[src/rtl/mmio_sensor_hub.sv]
// Memory-mapped hub for beam-break sensors: per-channel synchroniser, debounce,
// saturating coin-event counters, sticky pending flags and CPU output registers.
module mmio_sensor_hub #(
    parameter int unsigned NUM_CH   = 4,
    parameter int unsigned DEBOUNCE = 16,
    parameter int unsigned CNT_W    = 16,
    parameter int unsigned NUM_OUT  = 6,
    parameter int unsigned ADDR_W   = 12
) (
    input  logic                    clock,
    input  logic                    reset_n,
    input  logic [NUM_CH-1:0]       sensor_in,
    input  logic [ADDR_W-1:0]       mem_addr,
    input  logic                    mem_wren,
    input  logic [31:0]             mem_wdata,
    output logic [31:0]             mem_rdata,
    output logic                    mmio_hit,
    output logic [32*NUM_OUT-1:0]   out_regs,
    output logic                    irq
);

    localparam int unsigned      DB_W    = $clog2(DEBOUNCE);
    localparam logic [DB_W-1:0]  DB_LAST = DB_W'(DEBOUNCE - 1);
    localparam logic [CNT_W-1:0] CNT_MAX = '1;

    logic [NUM_CH-1:0] sync1, sync2, deb;
    logic [DB_W-1:0]   db_cnt [NUM_CH];
    logic [NUM_CH-1:0] deb_flip, ev;
    logic [CNT_W-1:0]  count [NUM_CH];
    logic [NUM_CH-1:0] pending, pending_next, clr_pend;
    logic [31:0]       out_q [NUM_OUT];
    logic [4:0]        off;
    logic              wr, clr_cnt, clr_out;

    assign mmio_hit = ~|mem_addr[ADDR_W-1:5];
    assign off      = mem_addr[4:0];
    assign wr       = mem_wren & mmio_hit;
    assign clr_cnt  = wr && (off == 5'd31) && mem_wdata[0];
    assign clr_out  = wr && (off == 5'd31) && mem_wdata[1];
    assign clr_pend = (wr && (off == 5'd30)) ? mem_wdata[NUM_CH-1:0] : '0;

    // The event pulse fires on the same edge the debounced state falls,
    // so the count updates exactly 2+DEBOUNCE cycles after a raw edge.
    always_comb begin
        deb_flip = '0;
        ev       = '0;
        for (int i = 0; i < int'(NUM_CH); i++) begin
            deb_flip[i] = (sync2[i] != deb[i]) && (db_cnt[i] == DB_LAST);
            ev[i]       = deb_flip[i] & deb[i];
        end
    end

    assign pending_next = (pending & ~clr_pend) | ev;

    always_ff @(posedge clock or negedge reset_n) begin
        if (!reset_n) begin
            sync1 <= '1;
            sync2 <= '1;
            deb   <= '1;
            for (int i = 0; i < int'(NUM_CH); i++) db_cnt[i] <= '0;
        end else begin
            sync1 <= sensor_in;
            sync2 <= sync1;
            for (int i = 0; i < int'(NUM_CH); i++) begin
                if (sync2[i] == deb[i] || deb_flip[i]) db_cnt[i] <= '0;
                else                                    db_cnt[i] <= db_cnt[i] + 1'b1;
                if (deb_flip[i]) deb[i] <= sync2[i];
            end
        end
    end

    always_ff @(posedge clock or negedge reset_n) begin
        if (!reset_n) begin
            for (int i = 0; i < int'(NUM_CH); i++) count[i] <= '0;
            pending <= '0;
            irq     <= 1'b0;
        end else begin
            for (int i = 0; i < int'(NUM_CH); i++) begin
                if (clr_cnt)                          count[i] <= CNT_W'(ev[i]);
                else if (ev[i] && count[i] != CNT_MAX) count[i] <= count[i] + 1'b1;
            end
            pending <= pending_next;
            irq     <= |pending_next;
        end
    end

    always_ff @(posedge clock or negedge reset_n) begin
        if (!reset_n) begin
            for (int k = 0; k < int'(NUM_OUT); k++) out_q[k] <= '0;
        end else begin
            for (int k = 0; k < int'(NUM_OUT); k++) begin
                if (clr_out)                          out_q[k] <= '0;
                else if (wr && off == 5'(16 + k))     out_q[k] <= mem_wdata;
            end
        end
    end

    always_comb begin
        out_regs = '0;
        for (int k = 0; k < int'(NUM_OUT); k++) out_regs[32*k +: 32] = out_q[k];
    end

    always_comb begin
        mem_rdata = '0;
        if (mmio_hit) begin
            for (int i = 0; i < int'(NUM_CH); i++)
                if (off == 5'(i)) mem_rdata = 32'(count[i]);
            if (off == 5'd8) mem_rdata[NUM_CH-1:0] = pending;
            if (off == 5'd9) mem_rdata[NUM_CH-1:0] = ~deb;
            for (int k = 0; k < int'(NUM_OUT); k++)
                if (off == 5'(16 + k)) mem_rdata = out_q[k];
        end
    end

endmodule

[config.mk]
export PLATFORM = sky130hd
export DESIGN_NAME = mmio_sensor_hub
export DESIGN_NICKNAME = d
export VERILOG_FILES = /design/src/rtl/mmio_sensor_hub.sv
export SDC_FILE = /design/constraint.sdc
export NUM_CORES = 1
export LEC_CHECK = 0
export BUFFER_PORTS_ARGS = -buffer_cell sky130_fd_sc_hd__buf_2
export CAP_MARGIN = 20
export CORE_ASPECT_RATIO = 0.9
export CORE_MARGIN = 8
export CORE_UTILIZATION = 50
export CTS_BUF_LIST = sky130_fd_sc_hd__clkbuf_8
export DETAILED_ROUTE_END_ITERATION = 12
export PLACE_DENSITY = 0.77
export SYNTH_ARGS = -nofsm -noshare
export SYNTH_HDL_FRONTEND = slang
export SYNTH_SLANG_ARGS = --single-unit
[constraint.sdc]
create_clock -name clock -period 4.3 [get_ports clock]
set_input_delay 0.215 -clock clock [delete_from_list [all_inputs] [get_ports clock]]
set_output_delay 0.215 -clock clock [all_outputs]
set_load 0.01 [all_outputs]
# After elaboration in Yosys (flattened, before gate mapping)
# Index checks and enable logic that the tools add are counted.
# word_totals
reg_bits	289
input_bits	51
# classes
addsub	8
eq_ne	29
n_mux	38
bitwise_logic	9
n_reduce_logical	36
# op_table
op	count
32-bit two-way mux	21
16-bit two-way mux	10
16-bit by 1-bit adder with 16-bit output, second input constant	4
16-bit != test, second input constant	4
5-bit equality test, second input constant	8
4-bit two-way mux	7
2-bit nonzero test	10
1-bit logical AND	18
4-bit by 1-bit adder with 4-bit output, second input constant	4
4-bit equality test, second input constant	4
5-bit by 2-bit equality test with 1-bit output, second input constant	2
5-bit by 4-bit equality test with 1-bit output, second input constant	2
4-bit NOT	2
7-bit OR reduction	1
1-bit AND	5
5-bit by 1-bit equality test with 1-bit output, second input constant	1
5-bit logical NOT	1
4-bit AND	1
1-bit equality test	4
1-bit logical OR	4
1-bit != test	4
4-bit bitwise OR	1
4-bit OR reduction	1
1-bit logical NOT	1

# Longest topological paths before layout
# depth
depth_word	14
depth_mapped	9
depth_no_buf	6

# Worst setup path after synthesis
# OpenSTA, ideal clock, no wires.
# synth_path
path_type	input-to-output
from	in mem_addr[7]
to	out mem_rdata[11]
arrival_ps	1911
setup_slack_ps	2174
path_stages	6
path_buffers	3
path_cell_list	or4_4 -> or2_1 -> buf_6 -> buf_6 -> clkbuf_1 -> nor4_1
# synth_between
elab_chain_cells	2
# synth_lines
item	line	rtl
from (decl)	13	input logic [ADDR_W-1:0] mem_addr,
7-bit OR reduction	35	assign mmio_hit = ~|mem_addr[ADDR_W-1:5];
32-bit two-way mux	105	if (mmio_hit) begin
to (decl)	16	output logic [31:0] mem_rdata,
# Every way passes these cells.

# Final worst setup path
# layout_path
from	in mem_addr[1]
to	out mem_rdata[15]
# layout_between
elab_chain_cells	12
# layout_lines
item	line	rtl
5-bit logical NOT	107	if (off == 5'(i)) mem_rdata = 32'(count[i]);
16-bit two-way mux (2 in a row)	107	
32-bit two-way mux (2 in a row)	107	
32-bit two-way mux (5 in a row)	111	if (off == 5'(16 + k)) mem_rdata = out_q[k];
32-bit two-way mux (*)	111	
32-bit two-way mux (*)	105	
# Every way passes the cells marked *; elsewhere a longest branch is shown, timed or not.

==> metrics <==
number of distinct standard cells referenced by the synthesized netlist=70; total CTS buffers=48; Initial Utilization=50.5%; pwr/cell area=327 nW/um^2; IO Pins=277; first-pass GRT wire length=83500 um; clock slew at reported path FFs=0.06 ns; class of the tightest hold or removal check=input pin to flip-flop; Slowest-stage cell, CP=sky130_fd_sc_hd__a211oi_1; actual slew at the worst max-slew pin=1.14 ns; setup_tns=0 ns; share of cells above drive strength 1=21.3%; final worst path period share=76.4%; Final Core Density=61.0%; achievable clock frequency=304 MHz; required time of the critical path=4.09 ns; Root Driver=sky130_fd_sc_hd__clkbuf_8; Overflow after GRT=0; Area growth, synth to finish=20.9%; Crit path top cell by count=sky130_fd_sc_hd__buf_2; Arr. time, crit path=3.07 ns; leakage power of the design=8.02 nW; number of sinks driven by the clock tree=289; Seq. cell area=7250 sq um; antenna violations before repair=1; hold violation total from the final report=0; Async SR Flop Fraction=100%; highest cell delay on the worst timing path=0.69 ns; Final min period=3.29 ns; cells along the critical path=buf_2 -> or3b_2 -> nor2_1 -> buf_4 -> a221oi_1 -> o311a_1 -> a211oi_1 -> buf_2; die height=178 um; routability cong.=0.964; floorplan die width=195 um; total placed instance area=16100 sq um; CTS tree=yes; Die Area=34700 sq um; number of instances in the synthesized netlist=1666; number of nets in the synthesized netlist=1725; average wire per standard cell=23.1 um; run status=finished clean; Post-CTS Resized=0; maximum number of pins on one net before global-route repair=139; area occupied by multi-input gates=6680 sq um; total number of H-tree levels=2; total of flip-flops plus latches after synthesis=289; synthesized cell area=14500 sq um; kind of launch point of the worst setup path=input pin; highest ir drop seen on vdd=0.232 mV; EDFF count, synth=0; number of iterations in the first detailed-routing pass=6; post-detailed-route count of antenna-violating nets=0; Max Fanout on Critical Path=31; Max Slew Vio Count=0; wire length after detailed routing=54100 um; placed wire-length estimate after detailed placement=37000 um; Ys Warns=0; worst skew pair latency=0.61 ns; Critical Path End Type=output pin; Total Routing Usage GR=30.5%; tightest slew margin relative to the limit=23.7%; via count of the routed design=14800; final clock skew=0.0416 ns; RSZ-0062 raised after global routing=false; number of DRC markers in iteration 0=1613; vias in the first global route=14300; number of vias per cell after detailed routing=6.29; count of max-cap constraint violations=0; clock tree buffer depth=3; CP delay by family, top=buffers and inverters; Mapped Avg Cell Area=8.70 sq um; Filler Cells Inserted=2441; net total in the final layout=2002; critical path class=input pin to output pin; area of the core=28700 sq um; Seq/Total Area, Yosys=50.0%; flip-flop cell with the highest count after synthesis=sky130_fd_sc_hd__dfrtp_1; total DRC errors in the routed layout=0; combined buffer and inverter count along the critical path=3; number of port buffers=276; fin area=17500 sq um; Cell Rows=59; Setup Viol. Count Final=0
-- report_power, final --
| group | internal, W | switching (W) | total (W) | leakage, nW |
|---|---|---|---|---|
| clock network | 0.00145 | 0.00118 | 0.00263 | 0.578 |
| logic | 0.000107 | 0.000225 | 0.000333 | 3.75 |
| registers | 0.00275 | 0.0000223 | 0.00277 | 3.69 |
-- placed cells by master (no fill, tap or decap), drive strengths merged, types with 21 or more instances in the layout --
| cell type | n |
|---|---|
| a21oi | 218 |
| a22oi | 62 |
| buf | 306 |
| clkbuf | 67 |
| dfrtp | 277 |
| dlygate4sd3 | 37 |
| inv | 24 |
| nand2 | 442 |
| nand3 | 46 |
| nor2 | 77 |
| nor3 | 29 |
| nor4 | 21 |
| o21ai | 58 |
| o22ai | 28 |
| xor2 | 26 |
-- layout make-up --
cell class,instances,area share [%]
clock inverter,18,0.700
antenna,3,0.0428
timing repair buffer,343,11.6
clock buffer,67,5.26
multi-input combinational,1246,38.1
tap,366,2.61
inverter,15,0.329
sequential,289,41.4
-- cell usage after synthesis (all sizes together), types with 8 or more instances --
cell type    n  share of area, %
a21oi      218               7.5
a221oi       9              0.54
a22oi       62               3.2
a31oi       20              0.86
and3        15              0.65
and4        11              0.66
buf         60               2.3
clkbuf      56               1.5
dfrtp      277                48
dfstp       12               2.2
ha           8              0.69
inv         13              0.34
mux2i       14              0.97
nand2      442                11
nand2b      16              0.69
nand3       46               1.6
nand4       14              0.60
nor2        77               2.0
nor3        29               1.2
nor4        21               1.1
o211ai      16              0.83
o21ai       58               2.0
o22ai       28               1.2
or3          9              0.39
or4         10              0.54
xnor2       20               1.2
xor2        26               1.6
-- kinds of logic (layout without fill, tap and decap cells) --
family	Yosys count	in the layout	synth area share, %
and+or+nand+nor	722	722	22.5
adders and majority gates	8	8	0.691
xor gates and xnor gates	46	46	2.78
AOI/OAI and AO/OA	451	451	18.6
other	0	3	0
DFF	289	289	50.0
buffers and inverters	131	443	4.16
muxes	19	19	1.36
-- worst register-to-register path: stages, from the launching register on --
cell	delay (ns)
sky130_fd_sc_hd__dfrtp_1	0.37
sky130_fd_sc_hd__ha_1	0.20
sky130_fd_sc_hd__nand3_1	0.19
sky130_fd_sc_hd__nor4_1	0.69
sky130_fd_sc_hd__o21ai_0	0.34
sky130_fd_sc_hd__or4_1	0.46
sky130_fd_sc_hd__nand2_1	0.08
-- worst paths after layout --
path / start / endpoint / slack, ns / cells past startpoint
max: mem_addr[1] / mem_rdata[15] / 1.01 / 8
min: mem_addr[11] / pending[2] / 0.1 / 5
max reg2reg: db_cnt[4] / count[29] / 1.93 / 6
min reg2reg: sync1[3] / sync2[3] / 0.35 / 0
max in group asynchronous: reset_n / out_regs[158] / 2.81 / 3
min in group asynchronous: reset_n / count[39] / 0.30 / 2
-- sequential cells by signal, summed over array words and instances, names as in the netlist --
register / cells
sync1: 4
out_regs: 192
irq: 1
count: 64
deb: 4
sync2: 4
db_cnt: 16
pending: 4
-- metal layers --
layer  global-route usage [%]  share of wire [%]
met1                     39.4                 37
met2                     46.9                 45
met3                     8.36                 12
met4                     14.9                5.0
met5                        0              0.015
-- through the flow --
step                cells  total power [W]  worst slack [ns]  hold slack [ns]
finish               2347          0.00573              1.01           0.0958
global route         2344          0.00591             0.892            0.111
CTS                  2344          0.00574              1.18           0.0679
detailed placement   2222          0.00312              1.18            0.321
global placement     2222          0.00311              1.19            0.321
floorplan            1666          0.00294              2.17          -0.0806
-- repair_timing --
item,in CTS,in global routing
hold endpoints to repair,327,0
setup buffers,0,0
hold buffers,37,0
(Power assumes the default switching activity.)
